$ cat src/rtl/mips_pkg.sv
// ============================================================================
//  Module   : mips_pkg
//  Purpose  : Shared types and constants for the MIPS PC sequencer slice.
//  Revision : 1.0 - initial release
// ============================================================================
`default_nettype none

package mips_pkg;

    typedef enum logic [2:0] {
        ST_INIT     = 3'd0,
        ST_FETCH    = 3'd1,
        ST_DISPATCH = 3'd2,
        ST_EXEC     = 3'd3,
        ST_UPDATE   = 3'd4
    } state_t;

    localparam logic [31:0] PC_STEP        = 32'd4;
    localparam logic [31:0] DEF_RESET_PC   = 32'd128;
    localparam logic [31:0] DEF_EXC_VECTOR = 32'h0000_0180;

endpackage

`default_nettype wire

$ cat src/rtl/pc_next_sel.sv
// ============================================================================
//  Module   : pc_next_sel
//  Purpose  : Next-PC priority mux with word-alignment check on the target.
//  Revision : 1.0 - initial release
// ============================================================================
`default_nettype none

module pc_next_sel
    import mips_pkg::*;
#(
    parameter logic [31:0] EXC_VECTOR = DEF_EXC_VECTOR
) (
    input  logic [31:0] pc_cur,
    input  logic        exc,
    input  logic        jr,
    input  logic [31:0] jr_target,
    input  logic        jmp,
    input  logic [31:0] jmp_target,
    input  logic        br_taken,
    input  logic [31:0] br_target,
    output logic [31:0] sel_pc,
    output logic        sel_exc,
    output logic        sel_misaligned
);

    logic [31:0] w_target;

    always_comb begin
        w_target = pc_cur + PC_STEP;
        if (jr) begin
            w_target = jr_target;
        end else if (jmp) begin
            w_target = jmp_target;
        end else if (br_taken) begin
            w_target = br_target;
        end
    end

    // An exception masks the alignment check: the vector itself is aligned.
    assign sel_exc        = exc;
    assign sel_misaligned = !exc && (w_target[1:0] != 2'b00);
    assign sel_pc         = (exc || sel_misaligned) ? EXC_VECTOR : w_target;

endmodule

`default_nettype wire

$ cat src/rtl/pc_sequencer.sv
// ============================================================================
//  Module   : pc_sequencer
//  Purpose  : Multi-cycle fetch / dispatch / execute / PC-update controller.
//  Revision : 1.0 - initial release
// ============================================================================
`default_nettype none

module pc_sequencer
    import mips_pkg::*;
#(
    parameter logic [31:0] RESET_PC   = DEF_RESET_PC,
    parameter logic [31:0] EXC_VECTOR = DEF_EXC_VECTOR
) (
    input  logic        clk,
    input  logic        reset,
    input  logic [31:0] pc_cur,
    output logic [31:0] pc_next,
    output logic        pc_en,
    output logic        imem_req,
    output logic [31:0] imem_addr,
    input  logic        imem_ack,
    input  logic [31:0] imem_rdata,
    output logic [31:0] instr,
    output logic        instr_valid,
    input  logic        ex_done,
    input  logic        exc,
    input  logic        jr,
    input  logic [31:0] jr_target,
    input  logic        jmp,
    input  logic [31:0] jmp_target,
    input  logic        br_taken,
    input  logic [31:0] br_target,
    input  logic        stall,
    output logic [31:0] epc,
    output logic        addr_err
);

    state_t      state_q;
    logic [31:0] instr_q;
    logic [31:0] epc_q;
    logic [31:0] npc_q;
    logic        addr_err_q;

    logic [31:0] w_sel_pc;
    logic        w_sel_exc;
    logic        w_sel_mis;
    logic        w_init;

    pc_next_sel #(
        .EXC_VECTOR (EXC_VECTOR)
    ) u_pc_next_sel (
        .pc_cur         (pc_cur),
        .exc            (exc),
        .jr             (jr),
        .jr_target      (jr_target),
        .jmp            (jmp),
        .jmp_target     (jmp_target),
        .br_taken       (br_taken),
        .br_target      (br_target),
        .sel_pc         (w_sel_pc),
        .sel_exc        (w_sel_exc),
        .sel_misaligned (w_sel_mis)
    );

    always_ff @(posedge clk) begin
        if (reset) begin
            state_q    <= ST_INIT;
            instr_q    <= '0;
            epc_q      <= '0;
            npc_q      <= RESET_PC;
            addr_err_q <= 1'b0;
        end else begin
            addr_err_q <= 1'b0;
            case (state_q)
                ST_INIT: begin
                    state_q <= ST_FETCH;
                end
                ST_FETCH: begin
                    if (imem_ack) begin
                        instr_q <= imem_rdata;
                        state_q <= ST_DISPATCH;
                    end
                end
                ST_DISPATCH: begin
                    state_q <= ST_EXEC;
                end
                ST_EXEC: begin
                    if (ex_done) begin
                        npc_q      <= w_sel_pc;
                        addr_err_q <= w_sel_mis;
                        if (w_sel_exc || w_sel_mis) begin
                            epc_q <= pc_cur;
                        end
                        state_q <= ST_UPDATE;
                    end
                end
                ST_UPDATE: begin
                    if (!stall) begin
                        state_q <= ST_FETCH;
                    end
                end
                default: begin
                    state_q <= ST_INIT;
                end
            endcase
        end
    end

    // Reset forces INIT-state outputs immediately so the PC register loads
    // RESET_PC on the very first reset edge.
    assign w_init      = reset || (state_q == ST_INIT);
    assign pc_next     = w_init ? RESET_PC : npc_q;
    assign pc_en       = w_init || ((state_q == ST_UPDATE) && !stall);
    assign imem_req    = !reset && (state_q == ST_FETCH);
    assign imem_addr   = pc_cur;
    assign instr_valid = !reset && (state_q == ST_DISPATCH);
    assign addr_err    = !reset && addr_err_q;
    assign instr       = reset ? 32'd0 : instr_q;
    assign epc         = reset ? 32'd0 : epc_q;

endmodule

`default_nettype wire

$ cat config.mk
export PLATFORM = sky130hd
export DESIGN_NAME = pc_sequencer
export DESIGN_NICKNAME = d
export VERILOG_FILES = /design/src/rtl/mips_pkg.sv /design/src/rtl/pc_next_sel.sv /design/src/rtl/pc_sequencer.sv
export SDC_FILE = /design/constraint.sdc
export NUM_CORES = 1
export LEC_CHECK = 0
export CAP_MARGIN = 20
export CORE_AREA = 2 2 146 148
export DETAILED_ROUTE_END_ITERATION = 10
export DIE_AREA = 0 0 148 150
export PLACE_DENSITY = 0.67
export SYNTH_ARGS = -nofsm -noshare
export SYNTH_HDL_FRONTEND = slang
export SYNTH_SLANG_ARGS = --single-unit
$ cat constraint.sdc
create_clock -name clk -period 1.7 [get_ports clk]
set_input_delay 0.34 -clock clk [delete_from_list [all_inputs] [get_ports clk]]
set_output_delay 0.34 -clock clk [all_outputs]
set_load 0.01 [all_outputs]
==> run metrics <==
buffers and inverters on the worst path 2; initial core utilization 0.293; Reg2Reg Setup Slack -0.22 ns; total of max-cap violations 0; Die Width 148 um; layout cells sized above 1 0.293; critical path depth 7; Post-CTS Hold Fix Bufs 0; leakage dissipation 4.64 nW; via count 6906; Comb pwr share 0.267; post-route ant nets 0; Netlist cell types 59; total CTS buffers 9; Core Region 20700 um2; period utilization 1.13; failing checks setup timing; Gate Count Post-Synth 757; total power per unit cell area 552 nW/um2; via density per instance 4.85; dpl hpwl 19.9 mm; mean post-synth cell area 8.02 um2; placed cells 1381; critical path capture point npc_q[21]; Final Cell Area 11000 um2; most frequent cells in the layout clkdlybuf4s50_1, buf_4, dfxtp_1, nand2_1, nor2b_1; unrepaired setup endpoints after global routing true; reg2reg start state_q[2]; largest net degree at the start of global routing 51; Worst Path Required 1.97 ns; FFs w/ async S/R, synth 0; number of synthesized register bits 100; Routed WL 26.7 mm; first-pass GRT wire length 39.3 mm; number of antenna violations at the first check in global routing 6; NetSw 1.73 mW; IO Count 301; Die Y-Extent 150 um; CTS root buf clkbuf_16; routed len/inst 18.7 um; Critical Path, Cell by Cell or3b_4 > or3_4 > a211oi_4 > buf_6 > buf_12 > o21ai_1 > a22oi_1; Sink Count 100; Clk Latency, worst-skew pair 0.35 ns; max-slew violations 0; CP delay by family, top simple AND/OR/NAND/NOR gates; slew margin rel. 0.697; Site Rows 53; H-Tree Depth 3; Setup crit end kind flip-flop; crit path max fanout 8; crit-path max cell delay 0.38 ns; status finished, violations left; Mapped Area 6070 um2; port bufs 300; area grow syn2layout 80.9%; Final #Nets 1308; Max Fclk 519 MHz; most common cell after layout, fill and taps aside clkdlybuf4s50_1; TritonCTS clock tree done; die area 22200 um2; synth warn 0; Flop pwr share 0.400; ys flop type dfxtp_1; Net Sw Frac 0.285; Setup-failing EPs final 72; Layout Cells excl Fill 1423; critical path type reg2reg; worst-margin pin slew 0.451 ns; Clock transition at path regs 0.07 ns; gp weighted congestion 0.885; vias in the first global route 6793; Final Hold Violating Endpoints 0; Max clock buf depth 2; P_int 4.33 mW; syn nets 927; DRT Pass-1 Iters 5; Clk network pwr share 0.333; CP max-delay cell or3_4; Total Routing Usage GR 0.231; Layout Skew 0.00443 ns; VDD IR max 474 uV; worst r2r path cells 7; final worst slack -0.225 ns; DRC Markers 0; Congestion Overflow GR 0; number of synthesized flops with an enable pin 0; register area share after synthesis 0.330; Hold Crit Class in2reg; 1st-iter DRT viols 452; Final min period 1.92 ns; Crit. Startpoint state_q[2]; critical path launch point type flip-flop; Arr. time, crit path 2.20 ns; Reg-to-Reg End npc_q[21]; Area after DPL 10100 um2
-- synthesized netlist by cell type (7+ instances only) --
cell,instances,area share
a22oi_1,8,0.0099
nand4_1,13,0.013
and2_1,34,0.035
nand2_1,96,0.059
inv_1,9,0.0056
a221o_1,15,0.025
nand2b_1,10,0.010
clkbuf_1,43,0.027
o21ai_1,19,0.016
dfxtp_1,100,0.33
buf_4,35,0.043
nand3_1,16,0.013
xnor2_1,14,0.020
nor2b_1,100,0.10
a32oi_1,9,0.013
nor2_1,19,0.012
mux2_1,30,0.056
nor3_1,21,0.017
mux2i_1,7,0.012
o21ai_0,16,0.013
a21oi_1,52,0.043
-- kinds of logic after synthesis --
kind of cell | synth area share
multiplexers | 0.0728
XOR/XNOR | 0.0289
AO/OA/AOI/OAI | 0.178
AND/OR/NAND/NOR | 0.302
buffers and inverters | 0.0866
adder cells (fa/ha/maj) | 0.00206
flip-flops | 0.330
-- state kept, by name, indices dropped and copies added (netlist names) --
| name | flops |
|---|---|
| addr_err_q | 1 |
| epc_q | 32 |
| instr_q | 32 |
| npc_q | 32 |
| state_q | 3 |
-- how the worst min path moves through the flow --
| stage | depth (start not counted) | slack, ns | end | from |
|---|---|---|---|---|
| 2_1_floorplan | 2 | 0.42 | npc_q[15] | npc_q[15] |
| 3_3_place_gp | 2 | 0.43 | npc_q[17] | npc_q[17] |
| 3_5_place_dp | 2 | 0.44 | npc_q[10] | npc_q[10] |
| 4_1_cts | 3 | 0.34 | npc_q[3] | reset |
| 5_1_grt | 3 | 0.37 | npc_q[2] | reset |
| 6_report | 3 | 0.36 | npc_q[3] | reset |
-- worst min-delay path, stage by stage --
cell    delay, ns
buf_4        0.15
buf_4        0.13
nor2_1       0.04
-- what timing repair did --
item | 4_1_cts | 5_1_grt
hold endpoints to repair | 0 | 0
pin swaps | 32 | 34
gates resized for setup | 330 | 103
endpoints found under the setup margin | 194 | 102
gates cloned | 7 | 2
setup buffers | 13 | 4
-- power groups by stage --
stage               combinational, mW  clock, mW  sequential (mW)
finish                           1.62       2.02             2.43
global route                     1.73       2.13             2.43
CTS                              1.57       2.06             2.43
detailed placement               1.51          0             2.48
global placement                 1.51          0             2.48
floorplan                       0.578          0             2.47
-- area by class of cell --
class | count | area, um2
antenna | 5 | 12.5
clock buffer | 11 | 243
clock inverter | 5 | 36.3
fill | 1996 | 9710
inverter | 10 | 37.5
multi-input combinational | 558 | 3940
sequential | 100 | 2010
tap | 275 | 344
timing repair buffer | 459 | 4360
-- per-layer routing --
| layer | wire length, um | track usage | part of all wire |
|---|---|---|---|
| met1 | 11900 | 0.303 | 0.45 |
| met2 | 12400 | 0.367 | 0.47 |
| met3 | 1620 | 0.0485 | 0.061 |
| met4 | 691 | 0.0962 | 0.026 |
| met5 | 13 | 0 | 0.00049 |
-- stage by stage --
stage | TNS [ns] | total power [mW] | hold slack, ns | setup slack (ns) | utilization
2_1_floorplan | -5.00 | 3.05 | 0.417 | -0.140 | -
3_3_place_gp | -68.11 | 3.98 | 0.431 | -0.888 | 0.489
3_5_place_dp | -70.51 | 3.99 | 0.435 | -0.918 | 0.489
4_1_cts | -12.85 | 6.05 | 0.341 | -0.261 | 0.517
5_1_grt | -13.87 | 6.29 | 0.366 | -0.277 | 0.531
6_report | -9.31 | 6.06 | 0.358 | -0.225 | 0.531
Power figures use the tool's default switching activity.
